### config.mk
export PLATFORM = sky130hd
export DESIGN_NAME = iq_to_phase
export DESIGN_NICKNAME = d
export VERILOG_FILES = /design/src/rtl/dds_pkg.sv /design/src/rtl/cordic_atan_rom.sv /design/src/rtl/iq_to_phase.sv
export SDC_FILE = /design/constraint.sdc
export NUM_CORES = 1
export LEC_CHECK = 0
export BUFFER_PORTS_ARGS = -buffer_cell sky130_fd_sc_hd__buf_2
export CAP_MARGIN = 20
export CORE_AREA = 2 2 173 175
export CTS_CLUSTER_DIAMETER = 30
export DETAILED_ROUTE_END_ITERATION = 8
export DIE_AREA = 0 0 175 177
export HOLD_SLACK_MARGIN = 0.1
export PLACE_DENSITY = 0.47
export SKIP_LAST_GASP = 1
export SLEW_MARGIN = 20
export SYNTH_ARGS = -nofsm -noshare
export SYNTH_HDL_FRONTEND = slang
export SYNTH_SLANG_ARGS = --single-unit
### constraint.sdc
create_clock -name clk -period 12.9 [get_ports clk]
set_input_delay 0.645 -clock clk [delete_from_list [all_inputs] [get_ports clk]]
set_output_delay 0.645 -clock clk [all_outputs]
set_load 0.01 [all_outputs]
### src/rtl/dds_pkg.sv
// Shared DDS/CORDIC definitions: converter FSM state type and the arctangent table generator.
package dds_pkg;

    typedef enum logic [1:0] {
        StIdle,
        StRotate,
        StDone
    } cordic_state_e;

    // atan(2^-i) as a fraction of a full circle, scaled by 2^32 and rounded.
    localparam logic [31:0] ATAN_2P32 [32] = '{
        32'h2000_0000, 32'h12E4_051E, 32'h09FB_385B, 32'h0511_11D4,
        32'h028B_0D43, 32'h0145_D7E1, 32'h00A2_F61E, 32'h0051_7C55,
        32'h0028_BE53, 32'h0014_5F2F, 32'h000A_2F98, 32'h0005_17CC,
        32'h0002_8BE6, 32'h0001_45F3, 32'h0000_A2FA, 32'h0000_517D,
        32'h0000_28BE, 32'h0000_145F, 32'h0000_0A30, 32'h0000_0518,
        32'h0000_028C, 32'h0000_0146, 32'h0000_00A3, 32'h0000_0051,
        32'h0000_0029, 32'h0000_0014, 32'h0000_000A, 32'h0000_0005,
        32'h0000_0003, 32'h0000_0001, 32'h0000_0001, 32'h0000_0000
    };

    function automatic logic [31:0] atan_entry(input int unsigned idx,
                                               input int unsigned phase_dw);
        logic [32:0] raw;
        if (idx >= 32) begin
            return '0;
        end
        raw = {1'b0, ATAN_2P32[idx[4:0]]};
        if (phase_dw >= 32) begin
            return raw[31:0];
        end
        raw = raw + (33'd1 << (31 - phase_dw));
        return 32'(raw >> (32 - phase_dw));
    endfunction

endpackage

### src/rtl/cordic_atan_rom.sv
// Combinational lookup of the CORDIC rotation angle for iteration idx_i.
module cordic_atan_rom
    import dds_pkg::*;
#(
    parameter int unsigned PHASE_DW   = 16,
    parameter int unsigned ITERATIONS = 16,
    localparam int unsigned IdxW      = $clog2(ITERATIONS)
) (
    input  logic [IdxW-1:0]     idx_i,
    output logic [PHASE_DW-1:0] atan_o
);

    logic [PHASE_DW-1:0] atan_tbl [ITERATIONS];

    for (genvar g = 0; g < ITERATIONS; g++) begin : g_tbl
        assign atan_tbl[g] = PHASE_DW'(atan_entry(g, PHASE_DW));
    end

    always_comb begin
        atan_o = '0;
        if (32'(idx_i) < ITERATIONS) begin
            atan_o = atan_tbl[idx_i];
        end
    end

endmodule

### src/rtl/iq_to_phase.sv
// Iterative CORDIC vectoring: converts a {sin, cos} sample into an unsigned full-circle phase.
module iq_to_phase
    import dds_pkg::*;
#(
    parameter int unsigned PHASE_DW   = 16,
    parameter int unsigned IN_DW      = 16,
    parameter int unsigned ITERATIONS = 16
) (
    input  logic                  clk,
    input  logic                  reset,
    input  logic [2*IN_DW-1:0]    s_axis_in_tdata,
    input  logic                  s_axis_in_tvalid,
    output logic                  s_axis_in_tready,
    output logic [PHASE_DW-1:0]   m_axis_phase_tdata,
    output logic                  m_axis_phase_tvalid,
    input  logic                  m_axis_phase_tready
);

    localparam int unsigned XW   = IN_DW + 2;
    localparam int unsigned CntW = $clog2(ITERATIONS);
    localparam logic [CntW-1:0] LastIter = CntW'(ITERATIONS - 1);

    cordic_state_e          state_q;
    logic [CntW-1:0]        cnt_q;
    logic signed [XW-1:0]   x_q, y_q;
    logic [PHASE_DW-1:0]    z_q;
    logic                   zero_q;
    logic                   tready_q, tvalid_q;

    logic signed [IN_DW-1:0] sin_in, cos_in;
    logic signed [XW-1:0]    sin_ext, cos_ext;
    logic signed [XW-1:0]    x_init, y_init;
    logic [PHASE_DW-1:0]     z_init;
    logic                    zero_in;

    logic signed [XW-1:0]    x_sh, y_sh, x_d, y_d;
    logic [PHASE_DW-1:0]     z_d, atan_val;

    assign sin_in  = s_axis_in_tdata[2*IN_DW-1:IN_DW];
    assign cos_in  = s_axis_in_tdata[IN_DW-1:0];
    assign sin_ext = XW'(sin_in);
    assign cos_ext = XW'(cos_in);
    assign zero_in = (sin_in == '0) && (cos_in == '0);

    // Fold the left half-plane onto the right so vectoring converges; guard bits keep -(-2^(N-1)).
    always_comb begin
        x_init = cos_ext;
        y_init = sin_ext;
        z_init = '0;
        if (cos_in < 0) begin
            x_init = -cos_ext;
            y_init = -sin_ext;
            z_init = {1'b1, {(PHASE_DW-1){1'b0}}};
        end
    end

    cordic_atan_rom #(
        .PHASE_DW   (PHASE_DW),
        .ITERATIONS (ITERATIONS)
    ) u_atan_rom (
        .idx_i  (cnt_q),
        .atan_o (atan_val)
    );

    always_comb begin
        x_sh = x_q >>> cnt_q;
        y_sh = y_q >>> cnt_q;
        if (!y_q[XW-1]) begin
            x_d = x_q + y_sh;
            y_d = y_q - x_sh;
            z_d = z_q + atan_val;
        end else begin
            x_d = x_q - y_sh;
            y_d = y_q + x_sh;
            z_d = z_q - atan_val;
        end
    end

    always_ff @(posedge clk or posedge reset) begin
        if (reset) begin
            state_q  <= StIdle;
            cnt_q    <= '0;
            x_q      <= '0;
            y_q      <= '0;
            z_q      <= '0;
            zero_q   <= 1'b0;
            tready_q <= 1'b0;
            tvalid_q <= 1'b0;
        end else begin
            unique case (state_q)
                StIdle: begin
                    tready_q <= 1'b1;
                    if (s_axis_in_tvalid && tready_q) begin
                        state_q  <= StRotate;
                        tready_q <= 1'b0;
                        cnt_q    <= '0;
                        x_q      <= x_init;
                        y_q      <= y_init;
                        z_q      <= z_init;
                        zero_q   <= zero_in;
                    end
                end
                StRotate: begin
                    // A (0,0) sample has no direction; hold z at zero instead of drifting.
                    if (!zero_q) begin
                        x_q <= x_d;
                        y_q <= y_d;
                        z_q <= z_d;
                    end
                    cnt_q <= cnt_q + 1'b1;
                    if (cnt_q == LastIter) begin
                        state_q  <= StDone;
                        cnt_q    <= '0;
                        tvalid_q <= 1'b1;
                    end
                end
                StDone: begin
                    if (m_axis_phase_tready) begin
                        state_q  <= StIdle;
                        tvalid_q <= 1'b0;
                        tready_q <= 1'b1;
                    end
                end
                default: begin
                    state_q  <= StIdle;
                    tvalid_q <= 1'b0;
                    tready_q <= 1'b0;
                end
            endcase
        end
    end

    assign s_axis_in_tready    = tready_q;
    assign m_axis_phase_tvalid = tvalid_q;
    assign m_axis_phase_tdata  = z_q;

endmodule

After elaboration in Yosys (flattened, before gate mapping). Memory sizes are Yosys's and may differ from the RTL's. Cells that the tools add are included.

Add/sub/neg operators: 9. Order comparisons: 2. Equality and inequality tests: 7. Shift-type cells: 2. Multiplexer cells: 30. Bitwise gates (word level): 3. Reductions and logical operators: 12.

Operator list (number): $mux W18 (8); $mux W16 (6); $pmux W18 S2 (2); $add A18 B18 Y18 (2); $neg A16 Y18 (2); $sshr A18 B4 Y18 (2); $sub A18 B18 Y18 (2); $logic_not A16 Y1 (2); $pmux W16 S2 (1); $add A16 B16 Y16 (1); $lt A16 B1 Y1 const B (1); $sub A16 B16 Y16 (1); $reduce_and A3 Y1 (3); $mux W4 (2); $ne A2 B2 Y1 const B (4); $pmux W4 S2 (1); $mux W2 (3); $pmux W1 S3 (2); $pmux W2 S3 (1); $reduce_and A2 Y1 (3); $ge A5 B5 Y1 const B (1); $not A4 Y5 (1); $add A4 B1 Y4 const B (1); $eq A4 B4 Y1 const B (1); 7 further kinds (12).

Register bits: 61. Memory bits (read-only): 256. Bits of input ports: 36. Output and inout bits: 18. Memories kept: 1.

Memory list: (name not given) (words 16, width 16, rd ports 1, clocked after Yosys merged registers in 0, write ports 0, line cordic_atan_rom.sv:22) `atan_o = atan_tbl[idx_i];`.

Logic depth before layout (Yosys ltp).
Word-level depth: 8. Depth in mapped cells: 22. Mapped depth without buffers: 19.

Modules after synthesis. A second synthesis with hierarchy kept.

Cell total of the unflattened synthesis: 1077. Area total of the unflattened synthesis: 8709.6 µm².

By module, submodules not included: iq_to_phase (instances 1, cells an instance 1024, area each 8310.5 µm², seq. area each 1526.5 µm²); cordic_atan_rom (instances 1, cells an instance 53, area each 399.1 µm², seq. area each 0.0 µm²).

Worst setup path after synthesis. Ideal clock, no wire load.

Kind: register -> register. Start point: register cnt_q[0]. End point: register x_q[17]. Library setup time: 0.119 ns. Arrival: 4.786 ns. Path slack: 7.995 ns. Stages on the path, launching flop included: 21. Buffers on the path: 2. Cell sequence: dfrtp_1 > buf_2 > buf_2 > mux2_2 > a221o_1 > o32ai_1 > or2_2 > o21ai_0 > nor3_1 > a21oi_1 > xnor2_1 > ha_1 > a21o_1 > or3_1 > o21a_1 > o41ai_1 > o21ai_0 > a221oi_1 > xnor2_1 > o211ai_1 > nor2b_1.

Word-level cells in the longest chain between the ends: 5. Elaborated cells on any way between the ends: 6.

RTL lines: from (decl) (line iq_to_phase.sv:24) `logic [CntW-1:0] cnt_q;`; from (signal assigned) (line iq_to_phase.sv:110) `cnt_q <= cnt_q + 1'b1;`; $sshr A18 B4 Y18 (*) (line iq_to_phase.sv:67) `y_sh = y_q >>> cnt_q;`; $add A18 B18 Y18 / $sub A18 B18 Y18 (equally long branches) (line iq_to_phase.sv:69, iq_to_phase.sv:73); $mux W18 (*) (line iq_to_phase.sv:68) `if (!y_q[XW-1]) begin`; $mux W18 (*) (line iq_to_phase.sv:105) `if (!zero_q) begin`; $pmux W18 S2 (*) (line iq_to_phase.sv:90) `unique case (state_q)`; to (signal assigned) (line iq_to_phase.sv:97) `x_q <= x_init;`; to (decl) (line iq_to_phase.sv:25) `logic signed [XW-1:0] x_q, y_q;`.

Mark *: on every way between the ends. The rest lies on a longest branch, timed or not. The select of a mux whose other input is x is not followed. A chain may end at the register's enable or synchronous reset.

Final worst setup path.
Start point: register cnt_q[3]. End point: register x_q[17].

The elaborated chain is that of the path after synthesis.

==> flow_metrics.tcl <==
set metrics [dict create \
    met2WireLength_mm 12.9 \
    cp-startpoint "cnt_q[3]" \
    hold_buffers 0 \
    slew_violations 0 \
    cp-start-kind "flop" \
    seq_area_frac_synth_pct 17.7 \
    cts_max_level 3 \
    nets 1207 \
    finalWirelength_mm 27.9 \
    die_x_um 175 \
    tns_ns 0 \
    synth-async-reset-ratio_pct 100 \
    cts_max_path_buffers 2 \
    hold_path.startpoint "m_axis_phase_tvalid" \
    cp-end-kind "flop" \
    skew_ns 0.0140 \
    hpwl_mm 20.5 \
    insertedDiodeCount 0 \
    layout_commonest_cell "nand2_1" \
    ys_ff_latch 61 \
    r2r-start "cnt_q[3]" \
    num_vias 8328 \
    rsz0062_at_grt "no" \
    die_h_um 177 \
    critPathRequiredTime_ns 13.14 \
    root_buffer "clkbuf_16" \
    drt-met1-wl_mm 13.5 \
    final_cell_mix "nand2_1, a21oi_1, nor2_1" \
    yosys_warnings 0 \
    synth_flop_cell "dfrtp_1" \
    dieArea_mm2 0.0310 \
    layout-drive-gt1-share_pct 13.1 \
    met3_length_mm 1.04 \
    clkTransAtPathRegs_ns 0.06 \
    top_layer "met4" \
    drt.antenna.violating_nets 0 \
    overflow 0 \
    period_share_pct 43.2 \
    drv_cap 0 \
    slew_headroom_pct 37.7 \
    grt_max_degree 70 \
    hold_violations 0 \
    grt.total_usage_pct 18.4 \
    numCtsBuffers 9 \
    postSynthCellCount 1093 \
    worstSkewPairLatency_ns 0.36 \
    synth-edff-count 0 \
    portBuffers 53 \
    avgViaCountPerCell 5.54 \
    start_util_pct 29.4 \
    drt_first_pass_iters 5 \
    min_period_ns 5.57 \
    cts_setup_buffers 0 \
    synth_area_mm2 0.00860 \
    synth_cell_types 80 \
    core_area_mm2 0.0292 \
    drtIter0Drc 473 \
    cts_resized 0 \
    synth_fp_nets 1192 \
    numClockSinks 61 \
    hp-class "flop to flop" \
    fmax_ghz 0.179 \
    path_max_fanout 69 \
    tightestPinTransition_ns 0.935 \
    antenna_found_initial 0 \
    area_growth_pct 10.6 \
    worst-endpoint-arrival_ns 5.81 \
    status "complete, no violations" \
    grt_pass1_vias 7940 \
    cts_tree "done" \
    setup_viol 0 \
    grt_first_pass_wirelength_mm 45.1 \
    rows 63 \
    wl_per_cell_um 18.6 \
    syn_avg_cell_area_um2 7.87 \
    drc_errors 0 \
    place.gp.congestion 0.824 \
    ioPinCount 54 \
    critical_path_class "flop to flop" \
]
[layer usage]
layer  vias to the layer above  track usage, %
li1                       4040               -
met5                         -               0
met3                        24            1.87
met4                         0            4.65
met1                      4064            26.2
met2                       200            29.9
[through the flow]
stage | util, % | hold slack [ns] | area, µm² | setup WS (ns) | instances
final | 32.5 | 0.502 | 9520 | 7.33 | 1503
after CTS | 32.5 | 0.510 | 9500 | 7.36 | 1502
after global routing | 32.5 | 0.539 | 9520 | 6.88 | 1503
after global placement | 31.4 | 0.470 | 9190 | 7.44 | 1486
after floorplan | - | 0.464 | 8600 | 7.99 | 1093
after detailed placement | 31.4 | 0.480 | 9190 | 7.38 | 1486
[kinds of logic (layout without fill, tap and decap cells)]
kind of cell    after synthesis  in the layout  share of synthesized area (%)
fa+ha+maj                    63             63                           9.43
xor+xnor                    102            102                           10.5
simple gates                349            349                           19.4
mux                          72             72                           12.9
compound gates              341            341                           25.0
flops                        61             61                           17.7
buf+inv                     105            125                           5.02
[Yosys cell counts, drive strengths merged, types with 5 or more instances]
cell type  count  share of area, %
nand2        110               4.8
a21oi        102               5.9
nor2         102               4.5
o21ai         83               4.8
xnor2         63               6.5
dfrtp         61                18
ha            60               8.7
inv           41               1.8
xor2          39               4.0
clkbuf        35               1.5
mux2i         30               3.5
mux4          29               7.7
buf           28               1.7
a31oi         22               1.6
nor3          22               1.3
a21o          21               1.8
nand2b        20               1.5
nand3         17              0.99
mux2          13               1.7
nor2b         13              0.95
o31ai         13               1.1
o21a          11              0.96
o22ai         11              0.80
and2          10              0.76
or3           10              0.73
a211oi         9              0.79
o211ai         9              0.79
or2            9              0.65
nand4          8              0.83
o21bai         8              0.70
o41ai          8              0.81
and3           7              0.51
a221oi         5              0.51
nor4           5              0.36
or4            5              0.48
[worst max-delay path, cell delays in order, from the launching register on]
cell and delay, ns:
dfrtp_2 0.33, buf_4 0.59, mux4_2 0.58, and2_1 0.17, a21oi_1 0.15, nor2_1 0.06
a21oi_1 0.18, ha_1 0.32, a21oi_1 0.12, xnor2_1 0.17, ha_1 0.38, a21o_1 0.22
or3_1 0.30, o21a_1 0.20, o41ai_1 0.54, o21ai_0 0.31, a221oi_1 0.37, xnor2_1 0.19
o211ai_1 0.09, nor2b_1 0.16
[cell type report]
type / count / area, µm²
clock inverters: 5 / 60.1
clock buffers: 11 / 243
multi-input cells: 927 / 6650
repair buffers: 67 / 383
fillers: 3104 / 19700
well taps: 390 / 488
inverters: 42 / 158
flip-flops and latches: 61 / 1530
[registers in the layout, summed over array words and instances (netlist names)]
register / count
m_axis_phase_tvalid: 1
cnt_q: 4
y_q: 18
x_q: 18
s_axis_in_tready: 1
zero_q: 1
m_axis_phase_tdata: 16
state_q: 2
[worst paths after layout]
path                       slack, ns                endpoint  depth (start not counted)
max in group asynchronous      11.75                cnt_q[3]                          3
min reg2reg                     0.50     m_axis_phase_tvalid                          2
max reg2reg                     7.33                 x_q[17]                         19
min                             0.50     m_axis_phase_tvalid                          2
min in group asynchronous       0.54  m_axis_phase_tdata[11]                          3
max                             7.33                 x_q[17]                         19
Power is not shown: default switching activity piles up to over one toggle a cycle in this logic, so the estimate is an artifact.
